**src/rtl/ask_pkg.sv**
```systemverilog
// Shared types and constants for the ASK transmit scheduler.
package ask_pkg;

    // Width of the sine-table index driven to the modulator.
    localparam int SINE_IDX_W = 6;

    // Default frame geometry.
    localparam int ASK_SAMPLES_PER_BIT = 64;
    localparam int ASK_DATA_W          = 8;
    localparam int ASK_PRE_LEN         = 4;
    localparam int ASK_GUARD_BITS      = 1;

    typedef enum logic [2:0] {
        IDLE,
        PRE,
        DATA,
        PAR,
        GUARD
    } ask_tx_state_t;

    function automatic int max3(input int a, input int b, input int c);
        int m;
        m = (a > b) ? a : b;
        return (m > c) ? m : c;
    endfunction

endpackage

```
**src/rtl/ask_bit_timer.sv**
```systemverilog
// Sine-period timer: phase counter that wraps every SAMPLES_PER_BIT cycles
// and flags the last sample of each bit.
module ask_bit_timer
    import ask_pkg::*;
#(
    parameter int SAMPLES_PER_BIT = ASK_SAMPLES_PER_BIT
) (
    input  logic                  clk,
    input  logic                  rst_n,
    input  logic                  run,
    input  logic                  clear,
    output logic [SINE_IDX_W-1:0] phase,
    output logic                  bit_tick
);

    localparam logic [SINE_IDX_W-1:0] PH_LAST = SINE_IDX_W'(SAMPLES_PER_BIT - 1);

    logic [SINE_IDX_W-1:0] r_phase;

    // Phase counter: cleared on abort, advances while a frame runs, wraps at the bit edge.
    always_ff @(posedge clk or negedge rst_n) begin
        if (!rst_n) begin
            r_phase <= '0;
        end else if (clear) begin
            r_phase <= '0;
        end else if (run) begin
            if (r_phase == PH_LAST) begin
                r_phase <= '0;
            end else begin
                r_phase <= r_phase + 1'b1;
            end
        end
    end

    assign phase    = r_phase;
    assign bit_tick = run && (r_phase == PH_LAST);

endmodule

```
**src/rtl/ask_tx_scheduler.sv**
```systemverilog
// ASK transmit frame sequencer: preamble, MSB-first payload, guard interval,
// with din_o held for one full sine period per bit and phase_o as the table index.
// Optional build macro ASK_TX_PARITY_EN adds an even-parity bit after the payload.
//
// state | meaning
// IDLE  | waiting for a word, tx_ready high, outputs at rest
// PRE   | alternating 1,0,... preamble bits
// DATA  | payload bits, MSB first, from the shift register
// PAR   | even parity over the payload (ASK_TX_PARITY_EN builds only)
// GUARD | zero bits closing the frame; last sample pulses done
module ask_tx_scheduler
    import ask_pkg::*;
#(
    parameter int SAMPLES_PER_BIT = ASK_SAMPLES_PER_BIT,
    parameter int DATA_W          = ASK_DATA_W,
    parameter int PRE_LEN         = ASK_PRE_LEN,
    parameter int GUARD_BITS      = ASK_GUARD_BITS
) (
    input  logic                  clk,
    input  logic                  rst_n,
    input  logic                  tx_valid,
    input  logic [DATA_W-1:0]     tx_data,
    output logic                  tx_ready,
    input  logic                  abort,
    output logic                  din_o,
    output logic [SINE_IDX_W-1:0] phase_o,
    output logic                  mod_en,
    output logic                  done
);

    localparam int MAX_BITS = max3(PRE_LEN, DATA_W, GUARD_BITS);
    localparam int CNT_W    = ($clog2(MAX_BITS) < 1) ? 1 : $clog2(MAX_BITS);

    localparam logic [CNT_W-1:0]      PRE_LAST   = CNT_W'(PRE_LEN - 1);
    localparam logic [CNT_W-1:0]      DATA_LAST  = CNT_W'(DATA_W - 1);
    localparam logic [CNT_W-1:0]      GUARD_LAST = CNT_W'(GUARD_BITS - 1);
    localparam logic [SINE_IDX_W-1:0] PH_PENULT  = SINE_IDX_W'(SAMPLES_PER_BIT - 2);

    ask_tx_state_t         r_state;
    logic [CNT_W-1:0]      r_cnt;
    logic [DATA_W-1:0]     r_shreg;
    logic                  r_din;
    logic                  r_mod_en;
    logic                  r_done;
`ifdef ASK_TX_PARITY_EN
    logic                  r_parity;
`endif

    logic [SINE_IDX_W-1:0] w_phase;
    logic                  w_tick;
    logic                  w_run;
    logic                  w_guard_last;
    logic                  w_accept;

    assign w_run = (r_state != IDLE);

    ask_bit_timer #(
        .SAMPLES_PER_BIT(SAMPLES_PER_BIT)
    ) u_bit_timer (
        .clk     (clk),
        .rst_n   (rst_n),
        .run     (w_run),
        .clear   (abort),
        .phase   (w_phase),
        .bit_tick(w_tick)
    );

    // Ready in IDLE and on the final guard sample so frames can run back to back;
    // abort always wins over a new word.
    assign w_guard_last = (r_state == GUARD) && (r_cnt == GUARD_LAST);
    assign tx_ready     = !abort && ((r_state == IDLE) || (w_guard_last && w_tick));
    assign w_accept     = tx_valid && tx_ready;

    // Frame sequencer: state, bit counter, payload shift register and registered outputs.
    always_ff @(posedge clk or negedge rst_n) begin
        if (!rst_n) begin
            r_state  <= IDLE;
            r_cnt    <= '0;
            r_shreg  <= '0;
            r_din    <= 1'b0;
            r_mod_en <= 1'b0;
            r_done   <= 1'b0;
`ifdef ASK_TX_PARITY_EN
            r_parity <= 1'b0;
`endif
        end else begin
            // done marks the last guard sample, so it is raised one sample early.
            r_done <= !abort && w_guard_last && (w_phase == PH_PENULT);

            if (abort && (r_state != IDLE)) begin
                r_state  <= IDLE;
                r_cnt    <= '0;
                r_din    <= 1'b0;
                r_mod_en <= 1'b0;
            end else if (w_accept) begin
                r_state  <= PRE;
                r_cnt    <= '0;
                r_shreg  <= tx_data;
                r_din    <= 1'b1;
                r_mod_en <= 1'b1;
`ifdef ASK_TX_PARITY_EN
                r_parity <= ^tx_data;
`endif
            end else if (w_tick) begin
                case (r_state)
                    PRE: begin
                        if (r_cnt == PRE_LAST) begin
                            r_state <= DATA;
                            r_cnt   <= '0;
                            r_din   <= r_shreg[DATA_W-1];
                        end else begin
                            r_cnt <= r_cnt + 1'b1;
                            // Next preamble index is odd when the current one is even.
                            r_din <= r_cnt[0];
                        end
                    end
                    DATA: begin
                        if (r_cnt == DATA_LAST) begin
                            r_cnt <= '0;
`ifdef ASK_TX_PARITY_EN
                            r_state <= PAR;
                            r_din   <= r_parity;
`else
                            r_state <= GUARD;
                            r_din   <= 1'b0;
`endif
                        end else begin
                            r_cnt   <= r_cnt + 1'b1;
                            r_shreg <= {r_shreg[DATA_W-2:0], 1'b0};
                            r_din   <= r_shreg[DATA_W-2];
                        end
                    end
`ifdef ASK_TX_PARITY_EN
                    PAR: begin
                        r_state <= GUARD;
                        r_cnt   <= '0;
                        r_din   <= 1'b0;
                    end
`endif
                    GUARD: begin
                        r_din <= 1'b0;
                        if (r_cnt == GUARD_LAST) begin
                            r_state  <= IDLE;
                            r_cnt    <= '0;
                            r_mod_en <= 1'b0;
                        end else begin
                            r_cnt <= r_cnt + 1'b1;
                        end
                    end
                    default: begin
                        r_state  <= IDLE;
                        r_cnt    <= '0;
                        r_din    <= 1'b0;
                        r_mod_en <= 1'b0;
                    end
                endcase
            end
        end
    end

    assign din_o   = r_din;
    assign phase_o = w_phase;
    assign mod_en  = r_mod_en;
    assign done    = r_done;

endmodule

```
**config.mk**
```make
export PLATFORM = sky130hd
export DESIGN_NAME = ask_tx_scheduler
export DESIGN_NICKNAME = d
export VERILOG_FILES = /design/src/rtl/ask_pkg.sv /design/src/rtl/ask_bit_timer.sv /design/src/rtl/ask_tx_scheduler.sv
export SDC_FILE = /design/constraint.sdc
export NUM_CORES = 1
export LEC_CHECK = 0
export ABC_CLOCK_PERIOD_IN_PS = 4800
export CORE_MARGIN = 2
export CORE_UTILIZATION = 30
export CTS_BUF_LIST = sky130_fd_sc_hd__clkbuf_8
export CTS_CLUSTER_DIAMETER = 50
export DETAILED_ROUTE_END_ITERATION = 8
export PLACE_DENSITY = 0.49
export SLEW_MARGIN = 40
export SYNTH_ARGS = -nofsm -noshare
export SYNTH_HDL_FRONTEND = slang
export SYNTH_HIERARCHICAL = 1
export SYNTH_SLANG_ARGS = --single-unit
```
**constraint.sdc**
```tcl
create_clock -name clk -period 4.8 [get_ports clk]
set_input_delay 0.48 -clock clk [delete_from_list [all_inputs] [get_ports clk]]
set_output_delay 0.48 -clock clk [all_outputs]
set_load 0.05 [all_outputs]
```
; After elaboration in Yosys (flattened, before gate mapping)
; Cells that the tools add are included.
[classes]
addsub = 2
n_eq_ne = 12
muxes = 32
bitwise_logic = 1
n_reduce_logical = 21
[op_table]
columns = op, n
row1 = 2-to-1 mux 3 bit, 12
row2 = 2-to-1 mux 8 bit, 4
row3 = 2-to-1 mux 6 bit, 3
row4 = case mux 3 bit (3 select lines), 2
row5 = == test 6 bit (second input constant), 2
row6 = 2-to-1 mux 1 bit, 9
row7 = logical AND 1 bit, 8
row8 = != test 4 bit (second input constant), 2
row9 = AND reduction 4 bit, 2
row10 = adder 6 x 1 -> 6 bit (second input constant), 1
row11 = == test 3 x 2 -> 1 bit (second input constant), 2
row12 = == test 3 bit (second input constant), 2
row13 = logical NOT 3 bit, 2
row14 = nonzero test 2 bit, 3
row15 = nonzero test 3 bit, 2
row16 = != test 4 x 2 -> 1 bit (second input constant), 1
row17 = case mux 1 bit (2 select lines), 2
row18 = adder 3 x 1 -> 3 bit (second input constant), 1
row19 = == test 3 x 1 -> 1 bit (second input constant), 1
row20 = != test 3 x 1 -> 1 bit (second input constant), 1
row21 = AND reduction 3 bit, 1
row22 = != test 2 bit (second input constant), 1
row23 = OR reduction 2 bit, 1
row24 = logical NOT 1 bit, 1
row25 = 2 further kinds, 2
[word_totals]
ff_bits = 23
out_inout_bits = 10
wordCells = 75

; Logic depth before layout (Yosys ltp)
[logic_depth]
word_depth = 8
depth_mapped = 10
depth_no_buf = 7

; Modules after synthesis
; Netlist, hierarchy kept.
[modules_own_cells]
columns = mod, instances, cells_each, area_each_um2, seq_area_each_um2
row1 = ask_tx_scheduler, 1, 103, 1073.5, 425.4
row2 = ask_bit_timer, 1, 32, 307.8, 150.1

; Worst setup path before layout
; No wires, ideal clock.
[synth_timing]
path_type = reg2out
start = register u_bit_timer.r_phase[0] (netlist: u_bit_timer/phase[0])
end = output tx_ready
t_arrival_ns = 2.032
required_time_ns = 4.320
path_slack_ns = 2.288
stages_incl_launch_ff = 6
cell_sequence = dfrtp_1 -> ha_1 -> nand3_1 -> nor2_1 -> and3b_1 -> o21a_1
[synth_via]
elab_chain_len = 5
[synth_rtl]
columns = item, line
row1 = start: declaration, ask_bit_timer.sv:18  ; logic [SINE_IDX_W-1:0] r_phase;
row2 = start signal: assignment, ask_bit_timer.sv:30  ; r_phase <= r_phase + 1'b1;
row3 = == test 6 bit, ask_bit_timer.sv:36  ; assign bit_tick = run && (r_phase == PH_LAST);
row4 = logical AND 1 bit, ask_bit_timer.sv:36
row5 = named net w_tick, ask_tx_scheduler.sv:50  ; logic w_tick;
row6 = logical AND 1 bit, ask_tx_scheduler.sv:71  ; assign tx_ready = !abort && ((r_state == IDLE) || (w_guard_last && w_tick));
row7 = logical OR 1 bit, ask_tx_scheduler.sv:71
row8 = logical AND 1 bit, ask_tx_scheduler.sv:71
row9 = end: declaration, ask_tx_scheduler.sv:23  ; output logic tx_ready,
; The timed path passes the listed nets, and every way through them passes these cells.

; Final worst setup path
[layout_timing]
start = register r_state[0]
end = output tx_ready
[layout_via]
elab_chain_len = 5
elab_cells_between_ends = 8
cone_classes = 1 x eq/ne / 7 x reduce/logical
[layout_rtl]
columns = item, line
row1 = start: declaration, ask_tx_scheduler.sv:39  ; ask_tx_state_t r_state;
row2 = start signal: assignment, ask_tx_scheduler.sv:77  ; r_state <= IDLE;
row3 = start signal: assignment, ask_tx_scheduler.sv:91  ; r_state <= IDLE;
row4 = start signal: assignment, ask_tx_scheduler.sv:96  ; r_state <= PRE;
row5 = nonzero test 3 bit, ask_tx_scheduler.sv:55  ; assign w_run = (r_state != IDLE);
row6 = named net w_run, ask_tx_scheduler.sv:51  ; logic w_run;
row7 = logical AND 1 bit, ask_bit_timer.sv:36
row8 = named net w_tick, ask_tx_scheduler.sv:50
row9 = logical AND 1 bit, ask_tx_scheduler.sv:71
row10 = logical OR 1 bit, ask_tx_scheduler.sv:71
row11 = logical AND 1 bit, ask_tx_scheduler.sv:71
; The timed path passes the listed nets, and every way through them passes these cells.

==> run summary <==
cts bufs inserted -> 3
P per Cell Area -> 295 nW/um2
GPL Wtd Cong -> 0.848
ratio of cells with drive above 1 in the final layout -> 11.1%
setup tns final -> 0 ps
GR Overflow Total -> 0
synth unique cells -> 44
Clock Latency Late Sink -> 260 ps
R2R depth -> 8
Area Growth Syn to Fin -> 19.7%
switching pwr -> 0.154 mW
drt total wl -> 3150 um
kind of critical path -> flip-flop to output port
ant diodes -> 0
DP Cell Count -> 201
Async SR Flop Fraction -> 100%
net switching share of the total power -> 31.5%
Yosys reg bits -> 23
crit-path max FO -> 16
Syn Std Cell Area -> 1380 um2
largest net degree at the start of global routing -> 24
die width -> 71.9 um
Final ANT Viol Nets -> 0
crit share post-route -> 68.2%
Layout Skew -> 3.55 ps
crit path launch type -> flip-flop
Crit. End Element -> output port
fin area -> 1650 um2
Post-synth EDFFs -> 0
Post-synth top flop -> dfrtp_1
drt first pass iters -> 4
Net Count, Synth -> 153
mean post-synth cell area -> 10.2 um2
CP required -> 4320 ps
pre-CTS WS -> 1840 ps
Vias -> 1,112
Post-CTS Resized -> 0
Cells after Synth -> 135
Worst-Margin Slew -> 616 ps
status -> finished clean
clock slew at reported path FFs -> 90 ps
Max-Cap Viols -> 0
DP Wirelength -> 2260 um
residual DRC count -> 0
fmax -> 305 MHz
Flop pwr share -> 49.9%
clock share of power -> 25.1%
Pleak -> 0.661 nW
Max VDD drop -> 0.144 mV
global-route wire length before repair -> 5460 um
DIE HEIGHT -> 71.9 um
Worst Path Arrival -> 2800 ps
Vias/cell -> 5.42
Int Power -> 0.334 mW
YS warnings -> 6
minimum clock period -> 3280 ps
Logic pwr share -> 25.0%
vias in the first global route -> 1,135
Overall Global Routing Usage -> 13.4%
# setup viols final -> 0
RSZ-0062 raised after global routing -> false
initial drt markers -> 98
worst rel slew slack -> 58.8%
antenna violations before repair -> 0
Slew Limit Fails -> 0
fin cells -> 205
H-tree levels -> 1
PortBufs -> 21
Hold Path Class -> input pin to asynchronous set/reset pin
CTS Hold Bufs -> 0
clock tree buffer depth -> 2
Final Hold Violating Endpoints -> 0
I/O pin cnt -> 22
Die Area -> 5160 um2
clock sinks -> 23
Area after DPL -> 1610 um2
Pwr Total -> 0.488 mW
Layout Nets -> 172
wire length per cell -> 15.3 um
setup ws final -> 1520 ps
clock root cell -> clkbuf_8
core area -> 4380 um2
Post-CTS Setup Bufs -> 0
initial core utilization -> 31.5%
register area share after synthesis -> 41.7%
FP Rows -> 24
CTS tree -> built
[critical path, stage by stage, from the launching register on]
cell             delay, ps
dfrtp_1                580
or3_4                  530
nand3_1                100
nor2_1                  40
buf_4                  180
and3b_1                210
o21a_1                 190
clkdlybuf4s50_1        700
[area by class of cell]
class                      instances  area [um2]
clock buffer                       3        41.3
tap                               52        65.1
sequential                        23         576
multi-input combinational         97         727
clock inverter                     1        5.00
inverter                           7        26.3
timing repair buffer              22         213
fill                             445        2730
[metal layers]
layer	track usage [%]	vias up	wire, um
li1	-	537	-
met1	17.6	541	1480
met2	22.4	30	1480
met3	2.53	4	153
met4	4.19	0	38
met5	0	-	0
[cells in the mapped netlist (2+ instances only)]
| cell | count | area, um2 |
|---|---|---|
| a32oi_1 | 3 | 26.3 |
| xor2_1 | 3 | 26.3 |
| nor2b_1 | 6 | 37.5 |
| o22ai_1 | 10 | 62.6 |
| buf_2 | 3 | 15.0 |
| o31ai_1 | 2 | 15.0 |
| inv_1 | 7 | 26.3 |
| buf_4 | 3 | 22.5 |
| nor3_1 | 2 | 10.0 |
| a31oi_1 | 2 | 12.5 |
| nand3_2 | 2 | 20.0 |
| nand4_1 | 4 | 25.0 |
| nand3b_1 | 2 | 15.0 |
| nand2b_1 | 4 | 25.0 |
| a21oi_1 | 3 | 15.0 |
| nand3_1 | 4 | 20.0 |
| a2bb2oi_1 | 8 | 70.1 |
| nor2_1 | 6 | 22.5 |
| nand2_1 | 8 | 30.0 |
| o21ai_0 | 2 | 10.0 |
| ha_1 | 6 | 75.1 |
| dfrtp_1 | 23 | 576 |
[layout by cell type (no fill, tap or decap), types with 2 or more instances in the layout]
cell type / n
nand2b_1: 4
a31oi_1: 2
nor2b_1: 6
inv_1: 7
nand3_2: 2
o21ai_0: 2
clkbuf_8: 3
nand3b_1: 2
o22ai_1: 10
nand3_1: 4
a21oi_1: 3
o31ai_1: 2
dfrtp_1: 23
clkdlybuf4s50_1: 20
nor3_1: 2
a2bb2oi_1: 8
nand4_1: 4
a32oi_1: 3
ha_1: 6
nand2_1: 8
xor2_1: 3
nor2_1: 6
[state kept, by name (all words and copies together) (netlist names)]
register / cells
din_o: 1
done: 1
mod_en: 1
r_cnt: 3
r_shreg: 8
r_state: 3
u_bit_timer/phase: 6
[power groups by stage]
| stage | Clock [mW] | Combinational [mW] | Sequential (mW) |
|---|---|---|---|
| floorplan | 0 | 0.0641 | 0.262 |
| global placement | 0 | 0.122 | 0.246 |
| detailed placement | 0 | 0.124 | 0.246 |
| CTS | 0.126 | 0.123 | 0.244 |
| global route | 0.136 | 0.132 | 0.248 |
| finish | 0.123 | 0.122 | 0.243 |
[through the flow]
stage | util, % | hold slack (ps)
after global placement | 36.8 | 515
after detailed placement | 36.6 | 503
after floorplan | - | 184
after global routing | 37.7 | 219
final | 37.7 | 184
after CTS | 37.7 | 207
[cell families after synthesis]
logic type | synth area share, %
flops | 41.7
fa+ha+maj | 5.43
simple gates | 21.3
xor+xnor | 1.90
buf+inv | 5.71
compound gates | 23.3
mux | 0.725
[worst paths after layout]
kind                                               endpoint  slack [ps]              startpoint
setup / recovery                                   tx_ready        1520  r_state[0]$_DFFE_PN0P_
setup reg to reg                       r_cnt[2]$_DFFE_PN0P_        2080  r_state[0]$_DFFE_PN0P_
max in group asynchronous            r_state[2]$_DFFE_PN0P_        4250                   rst_n
hold / removal             u_bit_timer/phase[5]$_DFFE_PN0P_         180                   rst_n
min in group clk                         mod_en$_DFFE_PN0P_         540      mod_en$_DFFE_PN0P_
hold reg to reg                          mod_en$_DFFE_PN0P_         540      mod_en$_DFFE_PN0P_
Note: power is estimated with default switching activity, not from simulation.
